<file path="src/rtl/fifo_uart_tx.sv">
// fifo_uart_tx: pulls bytes from a FIFO and sends them on a UART line.
// Each frame is start (0), 8 data bits LSB first, an optional even parity
// bit, and stop (1). Every bit lasts CLKS_PER_BIT clocks.
// Optional feature: define FIFO_UART_TX_PARITY_EN to insert the even-parity
// bit between data bit 7 and the stop bit (8E1). Left undefined, frames are 8N1.
//
// FIFO handshake: read is a one-cycle pop strobe. It is raised only from IDLE
// when empty=0 is sampled. The popped byte on DATA_IN is captured on the edge
// that ends the strobe (the FETCH cycle).
module fifo_uart_tx #(
    parameter int unsigned CLKS_PER_BIT = 16
) (
    input  logic       clock,
    input  logic       reset,
    input  logic       empty,
    input  logic [7:0] DATA_IN,
    output logic       read,
    output logic       tx,
    output logic       busy,
    output logic       frame_done,
    output logic [2:0] state_dbg
);

    typedef enum logic [2:0] {
        IDLE   = 3'd0,
        FETCH  = 3'd1,
        START  = 3'd2,
        DATA   = 3'd3,
`ifdef FIFO_UART_TX_PARITY_EN
        PARITY = 3'd4,
`endif
        STOP   = 3'd5
    } state_t;

    localparam logic [15:0] LAST_CNT = 16'(CLKS_PER_BIT - 1);

    state_t      state_q, state_d;
    logic [15:0] cnt_q, cnt_d;
    logic [2:0]  bit_idx_q, bit_idx_d;
    logic [7:0]  shift_q, shift_d;
    logic        tx_q, tx_d;
    logic        read_q, read_d;
    logic        bit_last;
`ifdef FIFO_UART_TX_PARITY_EN
    logic        parity_q, parity_d;
`endif

    assign bit_last = (cnt_q == LAST_CNT);

    // State and datapath registers; reset returns the line to idle-high
    always_ff @(posedge clock or negedge reset) begin
        if (!reset) begin
            state_q   <= IDLE;
            cnt_q     <= '0;
            bit_idx_q <= '0;
            shift_q   <= '0;
            tx_q      <= 1'b1;
            read_q    <= 1'b0;
`ifdef FIFO_UART_TX_PARITY_EN
            parity_q  <= 1'b0;
`endif
        end else begin
            state_q   <= state_d;
            cnt_q     <= cnt_d;
            bit_idx_q <= bit_idx_d;
            shift_q   <= shift_d;
            tx_q      <= tx_d;
            read_q    <= read_d;
`ifdef FIFO_UART_TX_PARITY_EN
            parity_q  <= parity_d;
`endif
        end
    end

    // Next-state logic: tx_d holds the line level for the coming bit cell
    always_comb begin
        state_d   = state_q;
        cnt_d     = cnt_q;
        bit_idx_d = bit_idx_q;
        shift_d   = shift_q;
        tx_d      = tx_q;
        read_d    = 1'b0;
`ifdef FIFO_UART_TX_PARITY_EN
        parity_d  = parity_q;
`endif
        case (state_q)
            IDLE: begin
                tx_d      = 1'b1;
                cnt_d     = '0;
                bit_idx_d = '0;
                if (!empty) begin
                    read_d  = 1'b1;
                    state_d = FETCH;
                end
            end
            FETCH: begin
                // Pop strobe is high this cycle, so DATA_IN holds the byte
                shift_d = DATA_IN;
`ifdef FIFO_UART_TX_PARITY_EN
                parity_d = ^DATA_IN;
`endif
                tx_d    = 1'b0;
                cnt_d   = '0;
                state_d = START;
            end
            START: begin
                if (bit_last) begin
                    cnt_d     = '0;
                    tx_d      = shift_q[0];
                    shift_d   = {1'b0, shift_q[7:1]};
                    bit_idx_d = '0;
                    state_d   = DATA;
                end else begin
                    cnt_d = cnt_q + 16'd1;
                end
            end
            DATA: begin
                if (bit_last) begin
                    cnt_d = '0;
                    if (bit_idx_q == 3'd7) begin
`ifdef FIFO_UART_TX_PARITY_EN
                        tx_d    = parity_q;
                        state_d = PARITY;
`else
                        tx_d    = 1'b1;
                        state_d = STOP;
`endif
                    end else begin
                        tx_d      = shift_q[0];
                        shift_d   = {1'b0, shift_q[7:1]};
                        bit_idx_d = bit_idx_q + 3'd1;
                    end
                end else begin
                    cnt_d = cnt_q + 16'd1;
                end
            end
`ifdef FIFO_UART_TX_PARITY_EN
            PARITY: begin
                if (bit_last) begin
                    cnt_d   = '0;
                    tx_d    = 1'b1;
                    state_d = STOP;
                end else begin
                    cnt_d = cnt_q + 16'd1;
                end
            end
`endif
            STOP: begin
                tx_d = 1'b1;
                if (bit_last) begin
                    cnt_d   = '0;
                    state_d = IDLE;
                end else begin
                    cnt_d = cnt_q + 16'd1;
                end
            end
            default: begin
                tx_d    = 1'b1;
                cnt_d   = '0;
                state_d = IDLE;
            end
        endcase
    end

    assign read       = read_q;
    assign tx         = tx_q;
    assign busy       = (state_q != IDLE);
    assign frame_done = (state_q == STOP) && bit_last;
    assign state_dbg  = state_q;

endmodule
</file>
<file path="config.mk">
export PLATFORM = sky130hd
export DESIGN_NAME = fifo_uart_tx
export DESIGN_NICKNAME = d
export VERILOG_FILES = /design/src/rtl/fifo_uart_tx.sv
export SDC_FILE = /design/constraint.sdc
export NUM_CORES = 1
export LEC_CHECK = 0
export CELL_PAD_IN_SITES_DETAIL_PLACEMENT = 0
export CELL_PAD_IN_SITES_GLOBAL_PLACEMENT = 1
export CORE_MARGIN = 5
export CORE_UTILIZATION = 43
export DETAILED_ROUTE_END_ITERATION = 8
export PLACE_DENSITY = 0.86
export SLEW_MARGIN = 0
export SYNTH_ARGS = -nofsm -noshare
export SYNTH_HDL_FRONTEND = slang
export SYNTH_SLANG_ARGS = --single-unit
</file>
<file path="constraint.sdc">
create_clock -name clock -period 2.3 [get_ports clock]
set_input_delay 0.46 -clock clock [delete_from_list [all_inputs] [get_ports clock]]
set_output_delay 0.46 -clock clock [all_outputs]
set_load 0.02 [all_outputs]
</file>
==> results of run 1 <==
## state kept, by name, indices dropped and copies added, names as in the netlist
signal and flops:
bit_idx_q 3, cnt_q 16, read 1, shift_q 8
state_dbg 3, tx 1
## final cells by class
cell class	count	share of cell area, %
multi-input cells	109	38.88
repair buffers	22	10.73
clock buffers	8	5.141
flip-flops and latches	32	41.20
well taps	48	3.085
inverters	5	0.9640
## placed cells by master (no fill, tap or decap), drive strengths merged, types with 2 or more instances in the layout
cell type and count:
a21oi 5, a221o 2, a22o 2, a22oi 7
buf 5, clkbuf 8, clkdlybuf4s50 15, dfrtp 31
ha 3, inv 5, nand2 6, nand2b 4
nand3 5, nand4 4, nor2 22, nor2b 2
nor3 5, nor4 7, o2bb2ai 7, xnor2 12
## cells by family after synthesis
| kind of cell | count (synthesis) |
|---|---|
| buf+inv | 12 |
| mux | 1 |
| simple gates | 61 |
| flops | 32 |
| compound gates | 31 |
| xor+xnor | 13 |
| fa+ha+maj | 3 |
## how the worst max path moves through the flow
| stage | startpoint | endpoint | slack (ps) | cells after the start |
|---|---|---|---|---|
| 6_report | cnt_q[12] | frame_done | 170 | 4 |
| 5_1_grt | cnt_q[8] | frame_done | 30 | 4 |
| 4_1_cts | state_dbg[2] | busy | 70 | 2 |
| 2_1_floorplan | state_dbg[0] | frame_done | 520 | 5 |
| 3_5_place_dp | cnt_q[4] | frame_done | 180 | 4 |
| 3_3_place_gp | cnt_q[4] | frame_done | 190 | 4 |
## stage by stage
stage | worst slack (ps) | utilization [%]
final | 173.4 | 53.58
after global routing | 29.16 | 53.58
after CTS | 68.46 | 53.51
after detailed placement | 180.6 | 50.55
after global placement | 193.3 | 50.55
after floorplan | 524.3 | -
## power by group through the flow
stage	combinational [W]	clock [W]	sequential [W]
after floorplan	0.00000749	0	0.000583
after global placement	0.0000405	0	0.000582
after detailed placement	0.0000418	0	0.000582
after CTS	0.0000421	0.000485	0.000572
after global routing	0.0000459	0.000518	0.000572
final	0.0000406	0.000471	0.000572
## routing by layer
metal	share of wire, %	routed length (um)
met5	0	0
met4	1.6	53
met3	5.9	196
met1	43	1440
met2	49	1647
## timing repair
action	in CTS	in global routing
resized for setup	2	1
setup endpoints to repair	1	1
hold buffers	0	0
## critical path, delay by kind of cell, from the launching register on
| family | cells | cell delay [ps] |
|---|---|---|
| flip-flops | 1 | 420 |
| buffers and inverters | 1 | 340 |
| AND/OR/NAND/NOR | 3 | 620 |
==> results.json, run 1 <==
{
  "drt_first_pass_iters": 4,
  "grt.busiest_layer": "met2",
  "dieHeight_um": 71.01,
  "peakVddDrop_mv": 0.3219,
  "placeableCoreArea_um2": 3633,
  "critPathSlowestCell": "sky130_fd_sc_hd__dfrtp_1",
  "tritoncts": "done",
  "path_clk_slew_ps": 60,
  "globalRouteMet1Util_pct": 16.26,
  "timing.critical_path.fanout_max": 4,
  "die_w_um": 71.01,
  "grt_first_pass_wirelength_um": 5782,
  "r2r_slack_ps": 380,
  "cts-htree-levels": 2,
  "maxSlewViolCount": 0,
  "p_leak_nw": 0.8113,
  "layout.area.seq_um2": 802.0,
  "drt_drc_violations_left": 0,
  "power.sequential.fraction_pct": 52.8,
  "avgViaCountPerCell": 5.500,
  "initial_antenna_violation_count": 0,
  "first_global_vias": 1314,
  "antenna_cells": 0,
  "post_synth_inst_count": 153,
  "drt_iter0_drc": 84,
  "hold_path_startpoint": "cnt_q[0]",
  "synth.mux.area_fraction_pct": 0.9382,
  "worstReg2RegStart": "cnt_q[0]",
  "place.detailed.instances": 216,
  "synth_largest_type_area_fraction_pct": 48.48,
  "grtUsageTotal_pct": 14.62,
  "yosys-top-cells-count": "sky130_fd_sc_hd__dfrtp_1, sky130_fd_sc_hd__nor2_1, sky130_fd_sc_hd__xnor2_1",
  "drt.antenna.violating_nets": 0,
  "number_of_library_cell_types_mapped_by_synthesis": 38,
  "worst_pin_slew_ps": 582.4,
  "async_flop_share_pct": 100.0,
  "postCtsSetupBuffers": 0,
  "place_area_um2": 1837,
  "area_growth_pct": 21.66,
  "grt_setup_unrepaired": "false",
  "gr_util_met3_pct": 6.108,
  "synth_area_leader_cell": "sky130_fd_sc_hd__dfrtp_1",
  "grt_remaining_overflow": 0,
  "synth_compound_area_share_pct": 15.17,
  "area_of_combinational_cells_with_multiple_inputs_um2": 757.0,
  "setup_tns_ps": 0,
  "routed_wirelength_um": 3338,
  "post_drt_wl_per_cell_um": 14.90,
  "power_per_cell_area_nw_per_um2": 556.7,
  "cts_root_buffer": "sky130_fd_sc_hd__clkbuf_8",
  "yosysWarnings": 0,
  "fin_skew_ps": 5.754,
  "clk_path_buf_depth": 2,
  "comb_power_share_pct": 3.7,
  "wp_data_arrival_ps": 1670,
  "layout.nets": 189,
  "holdPathStages": 1,
  "power_switching_share_pct": 20.21,
  "met2_track_usage_gr_pct": 24.41,
  "totalPowerFinal_w": 0.001084,
  "layout-drive-gt1-share_pct": 13.64,
  "vias": 1232,
  "run_status": "complete, no violations",
  "maximum_number_of_pins_on_one_net_before_global_route_repair": 33,
  "synth-simple-area-share_pct": 21.19,
  "ys_seq_area_share_pct": 50.12,
  "worstSetupStartpointType": "flop",
  "initial_utilization_pct": 44.04,
  "hp-class": "reg2reg",
  "layout.cell_area.non_filler_um2": 1947,
  "cts.sink_count": 32,
  "yosysMostFrequentCell": "sky130_fd_sc_hd__dfrtp_1",
  "mappedNetlistNets": 167,
  "timing.max_cap.violations": 0,
  "power.internal_w": 0.0008648,
  "timing.critical_path.slowest_cell_delay_ps": 420,
  "holdPathEnd": "cnt_q[0]",
  "synth_edf_count": 0,
  "main_combinational_cell_family_by_area_after_synthesis": "simple AND/OR/NAND/NOR gates",
  "critical_path.reg2reg.endpoint": "shift_q[0]",
  "worstPathCellList": "nor4_2 > nand4b_2 > nor2_1 > dlygate4sd2_1",
  "synth-xor-area-share_pct": 7.115,
  "power.share.clock_pct": 43.5,
  "number_of_setup_violations_in_the_final_report": 0,
  "ff2ff_path_depth": 6,
  "avgSynthCellArea_um2": 10.46,
  "die-area_um2": 5042,
  "hold_viol": 0,
  "fin_hold_ws_ps": 485.7,
  "critPathKind": "reg2out",
  "syn-cell-area_um2": 1600,
  "floorplan.rows": 22,
  "io_buffers": 17,
  "max_clock_freq_ghz": 0.4702,
  "period_share_pct": 92.46,
  "cts_buffers": 5,
  "ys_seq_elements": 32,
  "n_fill_cell": 329,
  "power.net_switching_w": 0.0002190,
  "synthAdderAreaFrac_pct": 2.346,
  "clk_latency_ps": 280,
  "worstSetupEndpointType": "primary output",
  "synth_flop_cell": "sky130_fd_sc_hd__dfrtp_1",
  "top_level_ports": 18,
  "routabilityCongestion": 0.8711,
  "post_synth_main_area_contributors": "sky130_fd_sc_hd__dfrtp_1, sky130_fd_sc_hd__xnor2_1, sky130_fd_sc_hd__nor2_1",
  "slew_headroom_pct": 61.17,
  "layout.cells.non_filler": 224,
  "post-dp-hpwl_um": 2394,
  "timing.critical_path.required_ps": 1840,
  "finalWorstPathRequiredPeriod_ps": 2127
}
No activity file was read; power rests on OpenSTA's default activity.
==> run 2: changes to the inputs <==
Settings changed: ABC_CLOCK_PERIOD_IN_PS set to 2300, SLEW_MARGIN 0 to 20.
==> results of run 2 <==
Final layout, timing and power as in run 1 (identical DEF).
